===== config.mk =====
export PLATFORM = sky130hd
export DESIGN_NAME = reflex_round_ctrl
export DESIGN_NICKNAME = d
export VERILOG_FILES = /design/src/rtl/reflex_round_ctrl.sv
export SDC_FILE = /design/constraint.sdc
export NUM_CORES = 1
export LEC_CHECK = 0
export ABC_AREA = 1
export BUFFER_PORTS_ARGS = -buffer_cell sky130_fd_sc_hd__buf_2
export CAP_MARGIN = 10
export CORE_UTILIZATION = 40
export DETAILED_ROUTE_END_ITERATION = 7
export PLACE_DENSITY = 0.6
export SYNTH_ARGS = -nofsm -noshare
export SYNTH_HDL_FRONTEND = slang
export SYNTH_SLANG_ARGS = --single-unit

===== constraint.sdc =====
create_clock -name clk -period 4.8 [get_ports clk]
set_clock_uncertainty 0.1 [all_clocks]
set_input_delay 0.48 -clock clk [delete_from_list [all_inputs] [get_ports clk]]
set_output_delay 0.48 -clock clk [all_outputs]
set_load 0.005 [all_outputs]

===== src/rtl/reflex_round_ctrl.sv =====
// reflex_round_ctrl -- game sequencer for the reflex reaction game.
// Runs one timed game per start pulse: arm, pseudo-random delay, light a
// target LED, judge the switch response, keep score and a seconds countdown.
//
// Ports:
//   clk         system clock
//   rst         asynchronous reset, active low
//   start       single-cycle start pulse (already synchronised)
//   sw[15:0]    player switches, sw[i] answers led[i]
//   led[15:0]   target / status LEDs (registered)
//   timer_out   seconds remaining (registered)
//   score_out   hits this game, saturating at 63 (registered)
//   target_idx  current target index (registered)
//   busy        high in ARM/DELAY/SHOW (registered)
//   game_over   high in OVER (registered)
module reflex_round_ctrl #(
   parameter int TICK_DIV   = 100000,
   parameter int MS_PER_SEC = 1000,
   parameter int GAME_SECS  = 60,
   parameter int DELAY_MIN  = 300,
   parameter int REACT_MS   = 1000
) (
   input  logic        clk,
   input  logic        rst,
   input  logic        start,
   input  logic [15:0] sw,
   output logic [15:0] led,
   output logic [5:0]  timer_out,
   output logic [5:0]  score_out,
   output logic [3:0]  target_idx,
   output logic        busy,
   output logic        game_over
);

   localparam int DIV_W = (TICK_DIV > 1) ? $clog2(TICK_DIV) : 1;
   localparam int SEC_W = (MS_PER_SEC > 1) ? $clog2(MS_PER_SEC) : 1;
   localparam int DLY_W = $clog2(DELAY_MIN + 16);
   localparam int RCT_W = $clog2(REACT_MS + 1);

   localparam logic [DIV_W-1:0] DIV_LAST = DIV_W'(TICK_DIV - 1);
   localparam logic [SEC_W-1:0] SEC_LAST = SEC_W'(MS_PER_SEC - 1);
   localparam logic [RCT_W-1:0] RCT_LAST = RCT_W'(REACT_MS);

   typedef enum logic [2:0] {
      IDLE  = 3'd0,
      ARM   = 3'd1,
      DELAY = 3'd2,
      SHOW  = 3'd3,
      OVER  = 3'd4
   } state_t;

   state_t           state, state_n;
   logic [15:0]      lfsr;
   logic [DIV_W-1:0] div_cnt, div_n;
   logic [SEC_W-1:0] sec_cnt, sec_n;
   logic [DLY_W-1:0] dly_cnt, dly_n;
   logic [RCT_W-1:0] rct_cnt, rct_n;
   logic [5:0]       timer_n, score_n;
   logic [3:0]       tgt_n;
   logic [15:0]      led_n;

   logic             running, ms_tick, sec_done, expire, hit;
   logic [DLY_W-1:0] dly_load;

   assign running  = (state == ARM) || (state == DELAY) || (state == SHOW);
   assign ms_tick  = running && (div_cnt == DIV_LAST);
   assign sec_done = ms_tick && (sec_cnt == SEC_LAST);
   // Timer hitting zero ends the game on the same edge it reaches zero.
   assign expire   = running && ((timer_out == 6'd0) ||
                                 (sec_done && timer_out == 6'd1));
   assign hit      = (state == SHOW) && (sw == (16'd1 << target_idx));
   assign dly_load = DLY_W'(DELAY_MIN) + DLY_W'(lfsr[3:0]);

   always_comb begin
      state_n = state;
      div_n   = running ? ((div_cnt == DIV_LAST) ? '0 : div_cnt + DIV_W'(1)) : '0;
      sec_n   = sec_cnt;
      dly_n   = dly_cnt;
      rct_n   = rct_cnt;
      timer_n = timer_out;
      score_n = score_out;
      tgt_n   = target_idx;

      if (sec_done) begin
         sec_n   = '0;
         timer_n = (timer_out != 6'd0) ? timer_out - 6'd1 : 6'd0;
      end else if (ms_tick) begin
         sec_n = sec_cnt + SEC_W'(1);
      end

      case (state)
         IDLE, OVER: begin
            if (start) begin
               state_n = ARM;
               score_n = 6'd0;
               timer_n = 6'(GAME_SECS);
               sec_n   = '0;
            end
         end
         ARM: begin
            // Anti-hold: no round starts while any switch is still up.
            if (sw == 16'd0) begin
               state_n = DELAY;
               tgt_n   = lfsr[7:4];
               dly_n   = dly_load;
            end
         end
         DELAY: begin
            // False start restarts the wait with a fresh random length.
            if (sw != 16'd0)
               dly_n = dly_load;
            else if (dly_cnt == '0) begin
               state_n = SHOW;
               rct_n   = '0;
            end else if (ms_tick)
               dly_n = dly_cnt - DLY_W'(1);
         end
         SHOW: begin
            if (ms_tick && rct_cnt != RCT_LAST)
               rct_n = rct_cnt + RCT_W'(1);
            // Hit is checked first so it wins over a same-cycle timeout.
            if (hit) begin
               state_n = ARM;
               score_n = (score_out == 6'd63) ? score_out : score_out + 6'd1;
            end else if (sw != 16'd0 || rct_cnt == RCT_LAST)
               state_n = ARM;
         end
         default: state_n = IDLE;
      endcase

      if (expire) begin
         state_n = OVER;
         timer_n = 6'd0;
      end

      // Outputs are registered, so they are decoded from the next state.
      case (state_n)
         SHOW:    led_n = 16'd1 << tgt_n;
         OVER:    led_n = 16'hFFFF;
         default: led_n = 16'h0000;
      endcase
   end

   always_ff @(posedge clk or negedge rst) begin
      if (!rst) begin
         state      <= IDLE;
         lfsr       <= 16'hACE1;
         div_cnt    <= '0;
         sec_cnt    <= '0;
         dly_cnt    <= '0;
         rct_cnt    <= '0;
         timer_out  <= 6'd0;
         score_out  <= 6'd0;
         target_idx <= 4'd0;
         led        <= 16'h0000;
         busy       <= 1'b0;
         game_over  <= 1'b0;
      end else begin
         state      <= state_n;
         // Taps 16,14,13,11; a nonzero seed never reaches the all-zero state.
         lfsr       <= {lfsr[14:0], lfsr[15] ^ lfsr[13] ^ lfsr[12] ^ lfsr[10]};
         div_cnt    <= div_n;
         sec_cnt    <= sec_n;
         dly_cnt    <= dly_n;
         rct_cnt    <= rct_n;
         timer_out  <= timer_n;
         score_out  <= score_n;
         target_idx <= tgt_n;
         led        <= led_n;
         busy       <= (state_n == ARM) || (state_n == DELAY) || (state_n == SHOW);
         game_over  <= (state_n == OVER);
      end
   end

endmodule

[Word-level counts from Yosys, hierarchy flattened]
Cells that the tools add are included.
Storage, ports and cells
  bits in registers: 99
  bits of input ports: 19
  output and inout port bits: 34
  logic and storage cells: 108
Cells by class
  $add $sub $neg: 7
  equal/unequal tests: 24
  shift operators: 2
  multiplexer cells: 35
  bitwise gates (word level): 3
  reduce and logical (&&, ||, !) cells: 25
Operators with widths (number)
  $mux 10: 7
  $mux 6: 8
  $mux 9: 4
  $mux 17: 2
  $pmux 16 s2: 1
  $shl 1x4->16 const A: 2
  $mux 3: 7
  $add 10x1->10 const B: 2
  $eq 10x10->1 const B: 2
  $pmux 10 s2: 1
  $pmux 9 s2: 1
  $add 17x1->17 const B: 1
  $eq 17x17->1 const B: 1
  $eq 16x16->1: 1
  $logic_not 16->1: 1
  $reduce_bool 16->1: 1
  $eq 3x2->1 const B: 4
  $pmux 3 s4: 1
  $pmux 6 s2: 1
  $reduce_and 4->1: 3
  $ne 10x10->1 const B: 1
  $add 9x4->9 const A: 1
  $logic_not 9->1: 1
  $sub 9x1->9 const B: 1
  other kinds (19): 41

[Logic depth before layout (Yosys ltp)]
  depth after elaboration: 12
  mapped depth: 13
  gate-level depth less buffers: 13

[Least setup slack after synthesis]
Ideal clock, no wire load.
  path type: input -> register
  start: in sw[4]
  end: reg dly_cnt[0]
  setup time: 0.116 ns
  data arrival time: 1.714 ns
  slack: 2.869 ns
  stages on the path: 9
  cell sequence: nor2_1 nand3_1 nor2_4 nand2_4 nor2_4 buf_6 mux2_2 nand2_1 nand2_1
Between the ends
  cells in the longest elaborated chain, start to end: 3
  elaborated cells between the ends (all ways): 8
  those cells by class: eq/ne: 3; mux: 2; reduce/logical: 3
Ends and longest elaborated chain
  start: declaration: RTL line 26  | input logic [15:0] sw,
  $reduce_bool 16->1 / $logic_not 16->1 (equally long branches): RTL line 110, 102
  $ne 3x3->1 (no line) (tied with other cells)
  $reduce_and 4->1 (no line) / $pmux 9 s2 (equally long branches)
  end signal: assignment: RTL line 164  | dly_cnt <= dly_n;
  end: declaration: RTL line 56  | logic [DLY_W-1:0] dly_cnt, dly_n;
Several ways; a longest one is shown, not always the timed one.
A chain may end at the register's enable or synchronous reset.

[Final worst setup path]
  start: reg target_idx[3]
  end: reg score_out[4]
Between the ends
  cells in the longest elaborated chain, start to end: 5
Ends and longest elaborated chain
  start: declaration: RTL line 30  | output logic [3:0] target_idx,
  start signal: assignment: RTL line 168  | target_idx <= tgt_n;
  $shl 1x4->16: RTL line 71  | assign hit = (state == SHOW) && (sw == (16'd1 << target_idx));
  $eq 16x16->1: RTL line 71
  $logic_and 1x1->1: RTL line 71
  $ne 2x2->1 (no line)
  $reduce_and 4->1 (no line)
  end signal: assignment: RTL line 167  | score_out <= score_n;
  end: declaration: RTL line 29  | output logic [5:0] score_out,
No other way between the ends.

==> impl_metrics.tcl <==
set metrics [dict create \
    end_kind "register" \
    vias 4970 \
    cp_cell_sequence "inv_1 > o21ai_0 > nand2_1 > nor2_1 > nand2_1 > nor2_1 > nand2_1 > nand2_2 > nand2_2 > nand2_1 > nand2_1" \
    slew_headroom 0.533 \
    num_rows 43 \
    wl_mm 12.3 \
    syn_area_mm2 0.00573 \
    slowest_delay_ns 0.65 \
    hold_buffers 0 \
    die-area_mm2 0.0148 \
    cpMaxStageDelayCell "dfrtp_1" \
    peakVddDrop_mv 0.203 \
    cts_tree "yes" \
    design_power_total_w 0.00196 \
    fin_tns_setup_ns 0 \
    dieHeight_um 122 \
    rsz0062_at_grt "no" \
    coreArea_mm2 0.0139 \
    cts_resized 0 \
    antenna_left 0 \
    final_cell_mix "nand2_1 (184), nor2_1 (93), dfrtp_1 (91), inv_1 (83), nand3_1 (55)" \
    port_buffers 52 \
    drv_cap 0 \
    grt_max_degree 57 \
    crit_fanout 17 \
    criticalPathCategory "reg -> reg" \
    tightest_slew_ns 0.701 \
    synthDistinctLibCells 45 \
    cts.sinks 99 \
    ys_seq_area_frac 0.434 \
    worst_r2r_startpoint "target_idx[3]" \
    drtIter0Drc 220 \
    io_pins 53 \
    gp_congestion 0.865 \
    internal_power_w 0.00144 \
    critPathLaunchType "register" \
    start_util 0.411 \
    syn-mean-instance-area_um2 7.72 \
    drt_pass1_iterations 4 \
    fmax_ghz 0.426 \
    dp_hpwl_mm 8.93 \
    vias_per_cell 5.09 \
    grt_pass1_vias 4585 \
    n_antenna_cell 0 \
    ys.warnings.count 0 \
    period_share 0.489 \
    p_switching_w 0.000515 \
    critPathArrivalTime_ns 2.49 \
    reg2reg_setup_slack_ns 2.45 \
    ys_top_cells_by_area "dfrtp_1 (40%), nand2_1 (12%), nor2_1 (6.1%)" \
    cp_common_cell "nand2_1" \
    pwr-share-seq 0.473 \
    min_period_ns 2.35 \
    worst_r2r_path_depth 11 \
    drc 0 \
    required_ns 4.94 \
    holdWs_ns 0.0223 \
    clk_pin_slew_worst_paths_ns 0.06 \
    hp-class "in -> async" \
    finalHoldViolCount 0 \
    endpoint "score_out[4]" \
    outcome "completed" \
    area_growth_pct 12.6 \
    syn_nets 772 \
    yosys_register_bits 99 \
    nets 822 \
    p_leak_nw 3.19 \
    drive_above_1_share 0.147 \
    final_common_cell "nand2_1" \
    synth.top_cell.area_share 0.398 \
    grt_usage 0.177 \
    insertion_delay_ns 0.35 \
    yosys.area.top_type "dfrtp_1" \
    cts_max_level 3 \
    cts_buffer_depth 2 \
    synthCells 742 \
    dieWidth_um 122 \
    p_per_area_mw_per_mm2 303 \
    p_clk_frac 0.395 \
    drv_slew 0 \
    root_buffer "clkbuf_16" \
    switching_share 0.263 \
    cts_buffers 9 \
    antenna_found_initial 0 \
    cts_setup_buffers 0 \
    finalSetupViolCount 0 \
    wl_per_cell_um 12.6 \
    comb_power_share 0.132 \
    grt_pass1_wl_mm 20.9 \
    grt.overflow.total 0 \
    crit_start "target_idx[3]" \
    r2r_end "score_out[4]" \
]
==> layer usage <==
layer,track usage,up-vias,part of all wire
met2,0.294,85,0.48
met3,0.0426,9,0.041
met1,0.232,2357,0.47
met5,0,-,0
li1,-,2519,-
met4,0.0440,0,0.0084
==> cell usage after synthesis (all sizes together) <==
cell type	number
nand2	191
a31o	1
o221ai	1
dfstp	8
nor2	102
dfrtp	91
nor3b	4
clkinv	1
nand3b	7
xor2	18
mux2	1
nand3	59
nand4	45
clkbuf	4
nor3	21
a31oi	1
and3	1
xnor2	8
o21ai	30
inv	90
ha	11
nor4	6
o211ai	3
or2	5
a21oi	22
buf	11
==> worst min-delay path by stage <==
stage          endpoint    start  depth (start not counted)  slack (ns)
2_1_floorplan      busy      rst                          0        0.08
3_3_place_gp    lfsr[9]  lfsr[8]                          0        0.24
3_5_place_dp   lfsr[10]  lfsr[9]                          0        0.24
4_1_cts          led[0]      rst                          1        0.03
5_1_grt          led[0]      rst                          1        0.06
6_report         led[9]      rst                          1        0.02
==> area by class of cell <==
class	instances	area [um^2]
multi-input cells	537	2800
clock inverters	5	76.3
fillers	1399	7480
clock buffers	11	243
inverters	91	344
repair buffers	54	278
flip-flops and latches	99	2490
well taps	180	225
==> sequential cells by signal, summed over array words and instances (netlist names) <==
register / flops
div_cnt: 17
state: 3
game_over: 1
sec_cnt: 10
target_idx: 4
rct_cnt: 10
score_out: 6
dly_cnt: 9
led: 16
timer_out: 6
lfsr: 16
busy: 1
==> power by group through the flow <==
stage / combinational (W) / sequential (W) / clock, W
6_report: 0.000257 / 0.000926 / 0.000773
4_1_cts: 0.000260 / 0.000925 / 0.000798
2_1_floorplan: 0.000196 / 0.000930 / 0
5_1_grt: 0.000296 / 0.000931 / 0.000831
3_5_place_dp: 0.000260 / 0.000939 / 0
3_3_place_gp: 0.000253 / 0.000938 / 0
==> logic make-up (layout without fill, tap and decap cells) <==
family / after synthesis / count (layout) / synth area share
flops: 99 / 99 / 0.434
simple gates: 441 / 441 / 0.363
compound gates: 58 / 58 / 0.0594
mux: 1 / 1 / 0.00197
fa+ha+maj: 11 / 11 / 0.0240
buf+inv: 106 / 161 / 0.0773
xor+xnor: 26 / 26 / 0.0398
==> per-stage QoR <==
stage,utilization,cell area (um^2),instances,worst slack (ns)
2_1_floorplan,-,5730,742,2.87
3_3_place_gp,0.440,6130,961,2.50
3_5_place_dp,0.440,6130,961,2.45
4_1_cts,0.463,6450,977,2.49
5_1_grt,0.463,6450,977,2.21
6_report,0.463,6450,977,2.45
==> critical path: cells and delay by family, from the launching register on <==
kind / cells / cell delay (ns)
and+or+nand+nor: 9 / 0.90
DFF: 1 / 0.65
buffers and inverters: 1 / 0.36
AOI/OAI and AO/OA: 1 / 0.24
No activity file was read; power rests on OpenSTA's default activity.
